==> src/rtl/m_mux_arb_nin1out_if.sv <==
// Flit bus between the input lanes, the output-port mux and the link.
// The mux side uses the slave modport.
interface m_mux_arb_nin1out_if #(
  parameter int P_DATA_WIDTH = 8,
  parameter int P_NUM_IN     = 4,
  parameter int P_SEL_WIDTH  = 2
);
  logic [P_NUM_IN-1:0]              in_valid;
  logic [P_NUM_IN*P_DATA_WIDTH-1:0] in_data;
  logic [P_NUM_IN-1:0]              in_last;
  logic [P_NUM_IN-1:0]              in_ready;
  logic                             out_valid;
  logic [P_DATA_WIDTH-1:0]          out_data;
  logic                             out_last;
  logic [P_SEL_WIDTH-1:0]           out_sel;
  logic                             out_ready;
  logic                             locked;

  modport master (
    output in_valid, in_data, in_last, out_ready,
    input  in_ready, out_valid, out_data, out_last,
    input  out_sel, locked
  );

  modport slave (
    input  in_valid, in_data, in_last, out_ready,
    output in_ready, out_valid, out_data, out_last,
    output out_sel, locked
  );
endinterface

==> src/rtl/m_mux_arb_nin1out.sv <==
// N-input flit mux with packet-locked round-robin arbitration
// and a registered, back-pressured output stage.
module m_mux_arb_nin1out #(
  parameter int P_DATA_WIDTH = 8,
  parameter int P_NUM_IN     = 4,
  parameter int P_SEL_WIDTH  = 2
) (
  input logic clk,
  input logic reset,
  m_mux_arb_nin1out_if.slave bus
);

  typedef enum logic {IDLE, LOCK} state_e;

  localparam int SW = P_SEL_WIDTH;
  localparam int DW = P_DATA_WIDTH;

  state_e          state_q, state_d;
  logic [SW-1:0]   rr_q, rr_d;
  logic [SW-1:0]   lk_q, lk_d;
  logic            out_valid_q, out_valid_d;
  logic [DW-1:0]   out_data_q, out_data_d;
  logic            out_last_q, out_last_d;
  logic [SW-1:0]   out_sel_q, out_sel_d;

  logic [SW:0]     cand;
  logic [SW-1:0]   win;
  logic            found;
  logic [SW-1:0]   sel_idx;
  logic            can_load;
  logic [P_NUM_IN-1:0] ready;
  logic            in_xfer;
  logic            x_last;
  logic [DW-1:0]   x_data;

  // First valid input strictly after rr_q, wrapping around.
  always_comb begin
    cand  = '0;
    win   = '0;
    found = 1'b0;
    for (int k = 1; k <= P_NUM_IN; k++) begin
      cand = {1'b0, rr_q} + (SW+1)'(k);
      if (cand >= (SW+1)'(P_NUM_IN))
        cand = cand - (SW+1)'(P_NUM_IN);
      if (!found && bus.in_valid[cand[SW-1:0]]) begin
        found = 1'b1;
        win   = cand[SW-1:0];
      end
    end
  end

  always_comb begin
    sel_idx  = (state_q == LOCK) ? lk_q : win;
    can_load = !out_valid_q || bus.out_ready;
    ready    = '0;
    if (state_q == LOCK || found)
      ready[sel_idx] = can_load;
    in_xfer  = |(bus.in_valid & ready);
    x_last   = bus.in_last[sel_idx];
    x_data   = '0;
    for (int i = 0; i < P_NUM_IN; i++)
      if (sel_idx == SW'(i))
        x_data = bus.in_data[i*DW +: DW];
  end

  always_comb begin
    state_d     = state_q;
    rr_d        = rr_q;
    lk_d        = lk_q;
    out_valid_d = out_valid_q;
    out_data_d  = out_data_q;
    out_last_d  = out_last_q;
    out_sel_d   = out_sel_q;
    unique case (state_q)
      IDLE: begin
        if (in_xfer && !x_last) begin
          state_d = LOCK;
          lk_d    = win;
        end else if (in_xfer) begin
          rr_d = win;
        end
      end
      LOCK: begin
        if (in_xfer && x_last) begin
          state_d = IDLE;
          rr_d    = lk_q;
        end
      end
      default: state_d = IDLE;
    endcase
    if (in_xfer) begin
      out_valid_d = 1'b1;
      out_data_d  = x_data;
      out_last_d  = x_last;
      out_sel_d   = sel_idx;
    end else if (out_valid_q && bus.out_ready) begin
      out_valid_d = 1'b0;
    end
  end

  always_ff @(posedge clk or posedge reset) begin
    if (reset) begin
      state_q     <= IDLE;
      rr_q        <= SW'(P_NUM_IN-1);
      lk_q        <= '0;
      out_valid_q <= 1'b0;
      out_data_q  <= '0;
      out_last_q  <= 1'b0;
      out_sel_q   <= '0;
    end else begin
      state_q     <= state_d;
      rr_q        <= rr_d;
      lk_q        <= lk_d;
      out_valid_q <= out_valid_d;
      out_data_q  <= out_data_d;
      out_last_q  <= out_last_d;
      out_sel_q   <= out_sel_d;
    end
  end

  assign bus.in_ready  = ready;
  assign bus.out_valid = out_valid_q;
  assign bus.out_data  = out_data_q;
  assign bus.out_last  = out_last_q;
  assign bus.out_sel   = out_sel_q;
  assign bus.locked    = (state_q == LOCK);

endmodule

==> src/flat_wrapper.sv <==
// flat-port wrapper written by rule: the top's interface ports become plain ports
module m_mux_arb_nin1out_flat 
#(
  parameter int P_DATA_WIDTH = 8,
  parameter int P_NUM_IN     = 4,
  parameter int P_SEL_WIDTH  = 2
)
  (clk, reset, bus_in_valid, bus_in_data, bus_in_last, bus_out_ready, bus_in_ready, bus_out_valid, bus_out_data, bus_out_last, bus_out_sel, bus_locked);
  m_mux_arb_nin1out_if #(.P_DATA_WIDTH(P_DATA_WIDTH), .P_NUM_IN(P_NUM_IN), .P_SEL_WIDTH(P_SEL_WIDTH)) bus_i ();
  input logic clk;
  input logic reset;
  input wire logic [$bits(bus_i.in_valid)-1:0] bus_in_valid;
  input wire logic [$bits(bus_i.in_data)-1:0] bus_in_data;
  input wire logic [$bits(bus_i.in_last)-1:0] bus_in_last;
  input wire logic [$bits(bus_i.out_ready)-1:0] bus_out_ready;
  output wire logic [$bits(bus_i.in_ready)-1:0] bus_in_ready;
  output wire logic [$bits(bus_i.out_valid)-1:0] bus_out_valid;
  output wire logic [$bits(bus_i.out_data)-1:0] bus_out_data;
  output wire logic [$bits(bus_i.out_last)-1:0] bus_out_last;
  output wire logic [$bits(bus_i.out_sel)-1:0] bus_out_sel;
  output wire logic [$bits(bus_i.locked)-1:0] bus_locked;
  assign bus_i.in_valid = bus_in_valid;
  assign bus_i.in_data = bus_in_data;
  assign bus_i.in_last = bus_in_last;
  assign bus_i.out_ready = bus_out_ready;
  assign bus_in_ready = bus_i.in_ready;
  assign bus_out_valid = bus_i.out_valid;
  assign bus_out_data = bus_i.out_data;
  assign bus_out_last = bus_i.out_last;
  assign bus_out_sel = bus_i.out_sel;
  assign bus_locked = bus_i.locked;
  m_mux_arb_nin1out #(.P_DATA_WIDTH(P_DATA_WIDTH), .P_NUM_IN(P_NUM_IN), .P_SEL_WIDTH(P_SEL_WIDTH)) u_core (.clk(clk), .reset(reset), .bus(bus_i));
endmodule
==> config.mk <==
export PLATFORM = sky130hd
export DESIGN_NAME = m_mux_arb_nin1out_flat
export DESIGN_NICKNAME = d
export VERILOG_FILES = /design/src/rtl/m_mux_arb_nin1out_if.sv /design/src/rtl/m_mux_arb_nin1out.sv /design/src/flat_wrapper.sv
export SDC_FILE = /design/constraint.sdc
export NUM_CORES = 1
export LEC_CHECK = 0
export CORE_ASPECT_RATIO = 0.5
export CORE_MARGIN = 2
export CORE_UTILIZATION = 38
export CTS_BUF_LIST = sky130_fd_sc_hd__clkbuf_8
export CTS_CLUSTER_SIZE = 24
export DETAILED_ROUTE_END_ITERATION = 7
export GPL_ROUTABILITY_DRIVEN = 1
export PLACE_DENSITY = 0.78
export SYNTH_ARGS = -nofsm -noshare
export SYNTH_HDL_FRONTEND = slang
export SYNTH_SLANG_ARGS = --single-unit
==> constraint.sdc <==
create_clock -name clk -period 2.3 [get_ports clk]
set_input_delay 0.23 -clock clk [delete_from_list [all_inputs] [get_ports clk]]
set_output_delay 0.23 -clock clk [all_outputs]
set_load 0.02 [all_outputs]
# After elaboration in Yosys (flattened, before gate mapping)
# Index checks and enable logic that the tools add are counted.
# classes
n_addsub	8
magnitude_cmp	10
eq_ne	6
n_mux	39
bitwise_logic	3
n_reduce_logical	19
# ops
operator	n
2-to-1 mux 8 bit	4
2-to-1 mux 2 bit	12
< comparator 2 x 3 -> 1 bit (second input constant)	5
2-to-1 mux 1 bit	14
greater-or-equal comparator 3 bit (second input constant)	4
binary-select mux 1 bit (select 2 bit)	5
AND 4 bit	2
subtractor 2 x 1 -> 2 bit (second input constant)	4
logical AND 1 bit	7
adder 2 x 2 -> 3 bit (second input constant)	2
zero test 1 bit	5
equality test 2 bit (second input constant)	2
2-to-1 mux 4 bit	1
!= test 2 bit (second input constant)	2
one-hot mux 2 bit (2 select lines)	1
OR reduction 4 bit	1
adder 2 x 1 -> 3 bit (second input constant)	1
adder 2 x 3 -> 3 bit (second input constant)	1
AND reduction 3 bit	1
demux 1 bit (select 2 bit)	1
equality test 2 x 1 -> 1 bit (second input constant)	1
greater-or-equal comparator 2 x 1 -> 1 bit (second input constant)	1
zero test 2 bit	1
logical OR 1 bit	2
5 further kinds	5
# totals
reg_bits	17
in_bits	43
output_inout_bits	17
elab_cells	92

# Longest topological paths before layout
# depth
ltp_word	27
depth_mapped	9
depth_no_buf	7

# Least setup slack after synthesis
# No wires, ideal clock.
# synth_path
path_type	reg2reg
startpoint	reg u_core.rr_q[1]
endpoint	reg u_core.lk_q[0]
setup_time_ns	0.125
arrival_ns	2.224
required_ns	2.175
path_slack_ns	-0.049
path_stages_with_launch	9
path_buffers	1
period_less_slack_ns	2.349
path_cell_list	dfstp_2 -> buf_4 -> nand2_1 -> a311o_1 -> o21ai_2 -> mux2i_1 -> mux2i_1 -> or3_4 -> mux2_4
# synth_via
elab_chain_cells	26
word_cells_on_any_way	54
cone_classes	add/sub: 8; order compare: 6; mux: 26; bitwise: 2; reduce/logical: 12
# synth_lines
element	line	source
from (decl)	m_mux_arb_nin1out.sv:19	logic [SW-1:0] rr_q, rr_d;
from (signal assigned)	m_mux_arb_nin1out.sv:104	rr_q <= SW'(P_NUM_IN-1);
from (signal assigned)	m_mux_arb_nin1out.sv:112	rr_q <= rr_d;
adder 2 x 1 -> 3 bit	m_mux_arb_nin1out.sv:42	cand = {1'b0, rr_q} + (SW+1)'(k);
greater-or-equal comparator 3 bit / subtractor 2 x 1 -> 2 bit (equally long branches)	m_mux_arb_nin1out.sv:43, m_mux_arb_nin1out.sv:44	
2-to-1 mux 2 bit	m_mux_arb_nin1out.sv:43	if (cand >= (SW+1)'(P_NUM_IN))
binary-select mux 1 bit (select 2 bit)	m_mux_arb_nin1out.sv:45	if (!found && bus.in_valid[cand[SW-1:0]]) begin
2-to-1 mux 1 bit (implied by the code)	m_mux_arb_nin1out.sv:45	
2-to-1 mux 1 bit	m_mux_arb_nin1out.sv:45	
zero test 1 bit	m_mux_arb_nin1out.sv:45	
logical AND 1 bit	m_mux_arb_nin1out.sv:45	
[10 not listed]	--	
2-to-1 mux 1 bit (implied by the code)	m_mux_arb_nin1out.sv:57	ready[sel_idx] = can_load;
demux 1 bit (select 2 bit)	--	
AND 4 bit (no source line)	--	
2-to-1 mux 4 bit	m_mux_arb_nin1out.sv:56	if (state_q == LOCK || found)
AND 4 bit	m_mux_arb_nin1out.sv:58	in_xfer = |(bus.in_valid & ready);
OR reduction 4 bit	m_mux_arb_nin1out.sv:58	
logical AND 1 bit	m_mux_arb_nin1out.sv:76	if (in_xfer && !x_last) begin
AND reduction 2 bit (no source line)	--	
to (signal assigned)	m_mux_arb_nin1out.sv:113	lk_q <= lk_d;
to (decl)	m_mux_arb_nin1out.sv:20	logic [SW-1:0] lk_q, lk_d;
# Parallel ways exist; a longest one is shown, timed or not. The select of a mux whose other input is x is not followed.
# A chain may end at the register's enable or synchronous reset.

# Worst setup path after layout
# layout_path
startpoint	reg u_core.rr_q[1]
endpoint	reg u_core.out_data_q[5], in the netlist u_core.bus.out_data[5]
# layout_via
elab_chain_cells	24
word_cells_on_any_way	57
cone_classes	add/sub: 8; order compare: 6; eq/ne: 3; mux: 28; bitwise: 2; reduce/logical: 10
# layout_lines
element	line	source
adder 2 x 1 -> 3 bit	m_mux_arb_nin1out.sv:42	
greater-or-equal comparator 3 bit / subtractor 2 x 1 -> 2 bit (equally long branches)	m_mux_arb_nin1out.sv:43, m_mux_arb_nin1out.sv:44	
2-to-1 mux 2 bit	m_mux_arb_nin1out.sv:43	
binary-select mux 1 bit (select 2 bit)	m_mux_arb_nin1out.sv:45	
2-to-1 mux 1 bit (implied by the code)	m_mux_arb_nin1out.sv:45	
2-to-1 mux 1 bit	m_mux_arb_nin1out.sv:45	
zero test 1 bit	m_mux_arb_nin1out.sv:45	
logical AND 1 bit	m_mux_arb_nin1out.sv:45	
[8 not listed]	--	
< comparator 2 x 3 -> 1 bit (implied by the code) / greater-or-equal comparator 2 x 1 -> 1 bit (equally long branches)	m_mux_arb_nin1out.sv:57	
logical AND 1 bit (implied by the code)	m_mux_arb_nin1out.sv:57	
2-to-1 mux 1 bit (implied by the code)	m_mux_arb_nin1out.sv:57	
demux 1 bit (select 2 bit)	--	
AND 4 bit (no source line)	--	
2-to-1 mux 4 bit	m_mux_arb_nin1out.sv:56	
AND 4 bit	m_mux_arb_nin1out.sv:58	
OR reduction 4 bit	m_mux_arb_nin1out.sv:58	
to (signal assigned)	m_mux_arb_nin1out.sv:115	out_data_q <= out_data_d;
to (decl)	m_mux_arb_nin1out.sv:22	logic [DW-1:0] out_data_q, out_data_d;
# Parallel ways exist; a longest one is shown, timed or not. The select of a mux whose other input is x is not followed.

==> flow_metrics.env <==
export IMPL_cts_buffers=3
export IMPL_synth_top_family_by_area="multiplexers"
export IMPL_initial_core_util_pct=41.1
export IMPL_pwr_share_clk_pct=5.7
export IMPL_p_seq_share_pct=15.3
export IMPL_worstSetupPathType="flip-flop to flip-flop"
export IMPL_wirelength_um=4260
export IMPL_first_global_vias=1359
export IMPL_syn_to_final_growth_pct=89.5
export IMPL_p_leak_nw=1.09
export IMPL_internal_power_mw=2.38
export IMPL_cp_max_fo=4
export IMPL_synth_warnings=0
export IMPL_htreeDepth=1
export IMPL_hold_slack_ns=0.380
export IMPL_dr_pass1_iters=4
export IMPL_yosys_area_share_simple_pct=12.6
export IMPL_dp_hpwl_um=2850
export IMPL_grt_max_degree=19
export IMPL_ys_ff_latch=17
export IMPL_peakVddDrop_mv=0.672
export IMPL_cp_start_kind="flip-flop"
export IMPL_final_util_pct=77.9
export IMPL_port_buffers=59
export IMPL_vias=1363
export IMPL_vias_per_cell=5.20
export IMPL_setup_viol=18
export IMPL_dieArea_mm2=0.00386
export IMPL_drive_above_1_share_pct=38.3
export IMPL_ioPinCount=60
export IMPL_cts_sinks=17
export IMPL_synthMuxAreaShare_pct=31.9
export IMPL_worstPathArrival_ns=2.57
export IMPL_grt_setup_unrepaired="true"
export IMPL_hp_class="primary input to asynchronous set/reset pin"
export IMPL_drcViolationCount=0
export IMPL_r2r_start="u_core.rr_q[1]"
export IMPL_antenna_cells=0
export IMPL_critPathCaptureType="flip-flop"
export IMPL_worstPathRequired_ns=2.44
export IMPL_period_minus_slack_ns=2.43
export IMPL_die_w_um=85.9
export IMPL_place_gp_congestion=0.847
export IMPL_drtIter0Drc=37
export IMPL_cap_viol_max_count=0
export IMPL_fmax_mhz=411
export IMPL_hold_viol=0
export IMPL_grt_pass1_wl_um=6520
export IMPL_fin_skew_ns=0.00174
export IMPL_p_sw_mw=1.56
export IMPL_ys_types=36
export IMPL_power_density_mw_per_mm2=1630
export IMPL_startpoint="u_core.rr_q[1]"
export IMPL_combPwrFrac_pct=78.9
export IMPL_slew_viol_final=0
export IMPL_grt_total_usage_pct=22.5
export IMPL_syn_cell_area_mm2=0.00127
export IMPL_synth_adder_area_share_pct=0
export IMPL_fin_nets=266
export IMPL_synth_nets=174
export IMPL_core_mm2=0.00310
export IMPL_synthXorXnorAreaFrac_pct=0
export IMPL_tns_ns=-1.54
export IMPL_clk_pin_slew_worst_paths_ns=0.07
export IMPL_outcome="finished with violations"
export IMPL_finalCritPeriodShare_pct=106
export IMPL_cts_tree="yes"
export IMPL_violations="negative setup slack"
export IMPL_fin_ws_ns=-0.135
export IMPL_wl_per_cell_um=16.3
export IMPL_switching_share_pct=39.7
export IMPL_ys_seq_area_share_pct=33.6
export IMPL_n_fill_cell=217
export IMPL_syn_area_per_cell_um2=9.73
export IMPL_ant_nets=0
export IMPL_dieHeight_um=45.0
export IMPL_rows=14
export IMPL_insertion_delay_ns=0.25
export IMPL_synth_cells=131
export IMPL_slew_headroom_pct=54.7
export IMPL_synth_compound_area_share_pct=15.5
export IMPL_antenna_found_initial=0
export IMPL_clk_path_buf_depth=2
export IMPL_cts_root_buf="clkbuf_8"
export IMPL_tightest_slew_ns=0.678
export IMPL_grt_ovfl_total=0
worst max-delay path: stages, from the launching register on:
cell	delay (ns)
dfstp_2	0.59
buf_12	0.12
nand2_2	0.04
a32o_2	0.26
o31ai_4	0.27
buf_6	0.16
mux2i_4	0.26
o22ai_4	0.13
clkbuf_16	0.19
mux2_4	0.29
final timing paths:
path                                     endpoint  slack [ns]  depth (start not counted)
max                        u_core.bus.out_data[5]       -0.13                          9
min                        u_core.bus.out_data[0]        0.38                          2
max reg2reg                u_core.bus.out_data[5]       -0.13                          9
min reg2reg                u_core.bus.out_data[6]        0.51                          1
max in group asynchronous    u_core.bus.out_valid        1.49                          2
min in group clk           u_core.bus.out_data[6]        0.51                          1
final cells by class:
cell class	instances	area [um^2]	share of cell area, %
inverters	8	32.5	1.35
well taps	40	50.0	2.07
multi-input cells	97	921	38.1
clock inverters	1	5.00	0.207
clock buffers	3	41.3	1.71
flip-flops and latches	17	428	17.7
repair buffers	96	938	38.8
cell usage in the layout, fill, tap and decap left out, drive strengths merged, types with 2 or more instances in the layout:
cell           instances
a21boi                 2
a21oi                  8
buf                   40
clkbuf                 4
clkdlybuf4s50         52
dfrtp                 15
dfstp                  2
dlygate4sd2            3
inv                    8
mux2                  21
mux2i                 14
nand2                  7
nand2b                 6
nor2                  13
o21ai                  8
o22ai                  2
o31ai                  3
or3                    2
cell usage after synthesis:
cell | number | share of area (%)
mux2_1 | 18 | 16
dfrtp_1 | 15 | 29
mux2i_1 | 14 | 11
nor2_1 | 13 | 3.8
a21oi_1 | 8 | 3.1
inv_1 | 7 | 2.1
nand2_1 | 7 | 2.1
nand2b_1 | 6 | 2.9
buf_4 | 4 | 2.4
o21ai_1 | 4 | 1.6
buf_2 | 3 | 1.2
o21ai_0 | 3 | 1.2
a21boi_1 | 2 | 1.2
clkbuf_1 | 2 | 0.59
dfstp_2 | 2 | 4.1
mux2_4 | 2 | 2.4
o31ai_1 | 2 | 1.2
a22oi_1 | 1 | 0.59
a311o_1 | 1 | 0.79
a311oi_1 | 1 | 0.69
a31oi_1 | 1 | 0.49
a32o_2 | 1 | 0.88
and3_1 | 1 | 0.49
inv_2 | 1 | 0.29
mux2_2 | 1 | 0.88
mux4_2 | 1 | 1.8
nor2b_1 | 1 | 0.49
nor3_1 | 1 | 0.39
nor4_1 | 1 | 0.49
o21ai_2 | 1 | 0.69
o22ai_1 | 1 | 0.49
o22ai_2 | 1 | 0.98
o31ai_4 | 1 | 1.7
or2_1 | 1 | 0.49
or3_1 | 1 | 0.49
or3_4 | 1 | 0.88
state kept, by name, indices dropped and copies added, names as in the netlist, named ones only:
| register | count |
|---|---|
| u_core.bus.out_data | 8 |
| u_core.bus.out_last | 1 |
| u_core.bus.out_sel | 2 |
| u_core.bus.out_valid | 1 |
| u_core.lk_q | 2 |
| u_core.rr_q | 2 |
repair_timing:
action | 4_1_cts | 5_1_grt
pin swaps | 10 | 4
gates cloned | 1 | 0
buffers inserted | 9 | 6
endpoints found under the setup margin | 20 | 20
hold buffers | 0 | 0
hold endpoints to repair | 0 | 0
resized for setup | 53 | 14
power by group through the flow:
stage                     logic, mW  clock network, mW  registers [mW]
after floorplan                1.24                  0           0.706
after global placement         2.24                  0           0.587
after detailed placement       2.30                  0           0.594
after CTS                      2.90              0.225           0.605
after global routing           3.31              0.247           0.622
final                          3.11              0.226           0.605
routing by layer:
layer | track usage, % | wire length [um]
met5 | 0 | 0
met3 | 4.94 | 227
met1 | 25.3 | 1670
met2 | 43.4 | 2280
met4 | 7.94 | 87
cells by family (layout without fill, tap and decap cells):
kind of cell	after synthesis	count (layout)
AOI/OAI and AO/OA	28	28
and+or+nand+nor	33	33
DFF	17	17
muxes	36	36
buffers and inverters	17	108
stage by stage:
stage | power (mW) | cell area, um^2 | std cells | setup slack, ns
after floorplan | 1.94 | 1280 | 131 | 0.0419
final | 3.94 | 2420 | 262 | -0.135
after global routing | 4.18 | 2420 | 262 | -0.205
after detailed placement | 2.90 | 2070 | 245 | -0.456
after CTS | 3.73 | 2320 | 258 | -0.136
after global placement | 2.83 | 2070 | 245 | -0.363
Power figures use the tool's default switching activity.
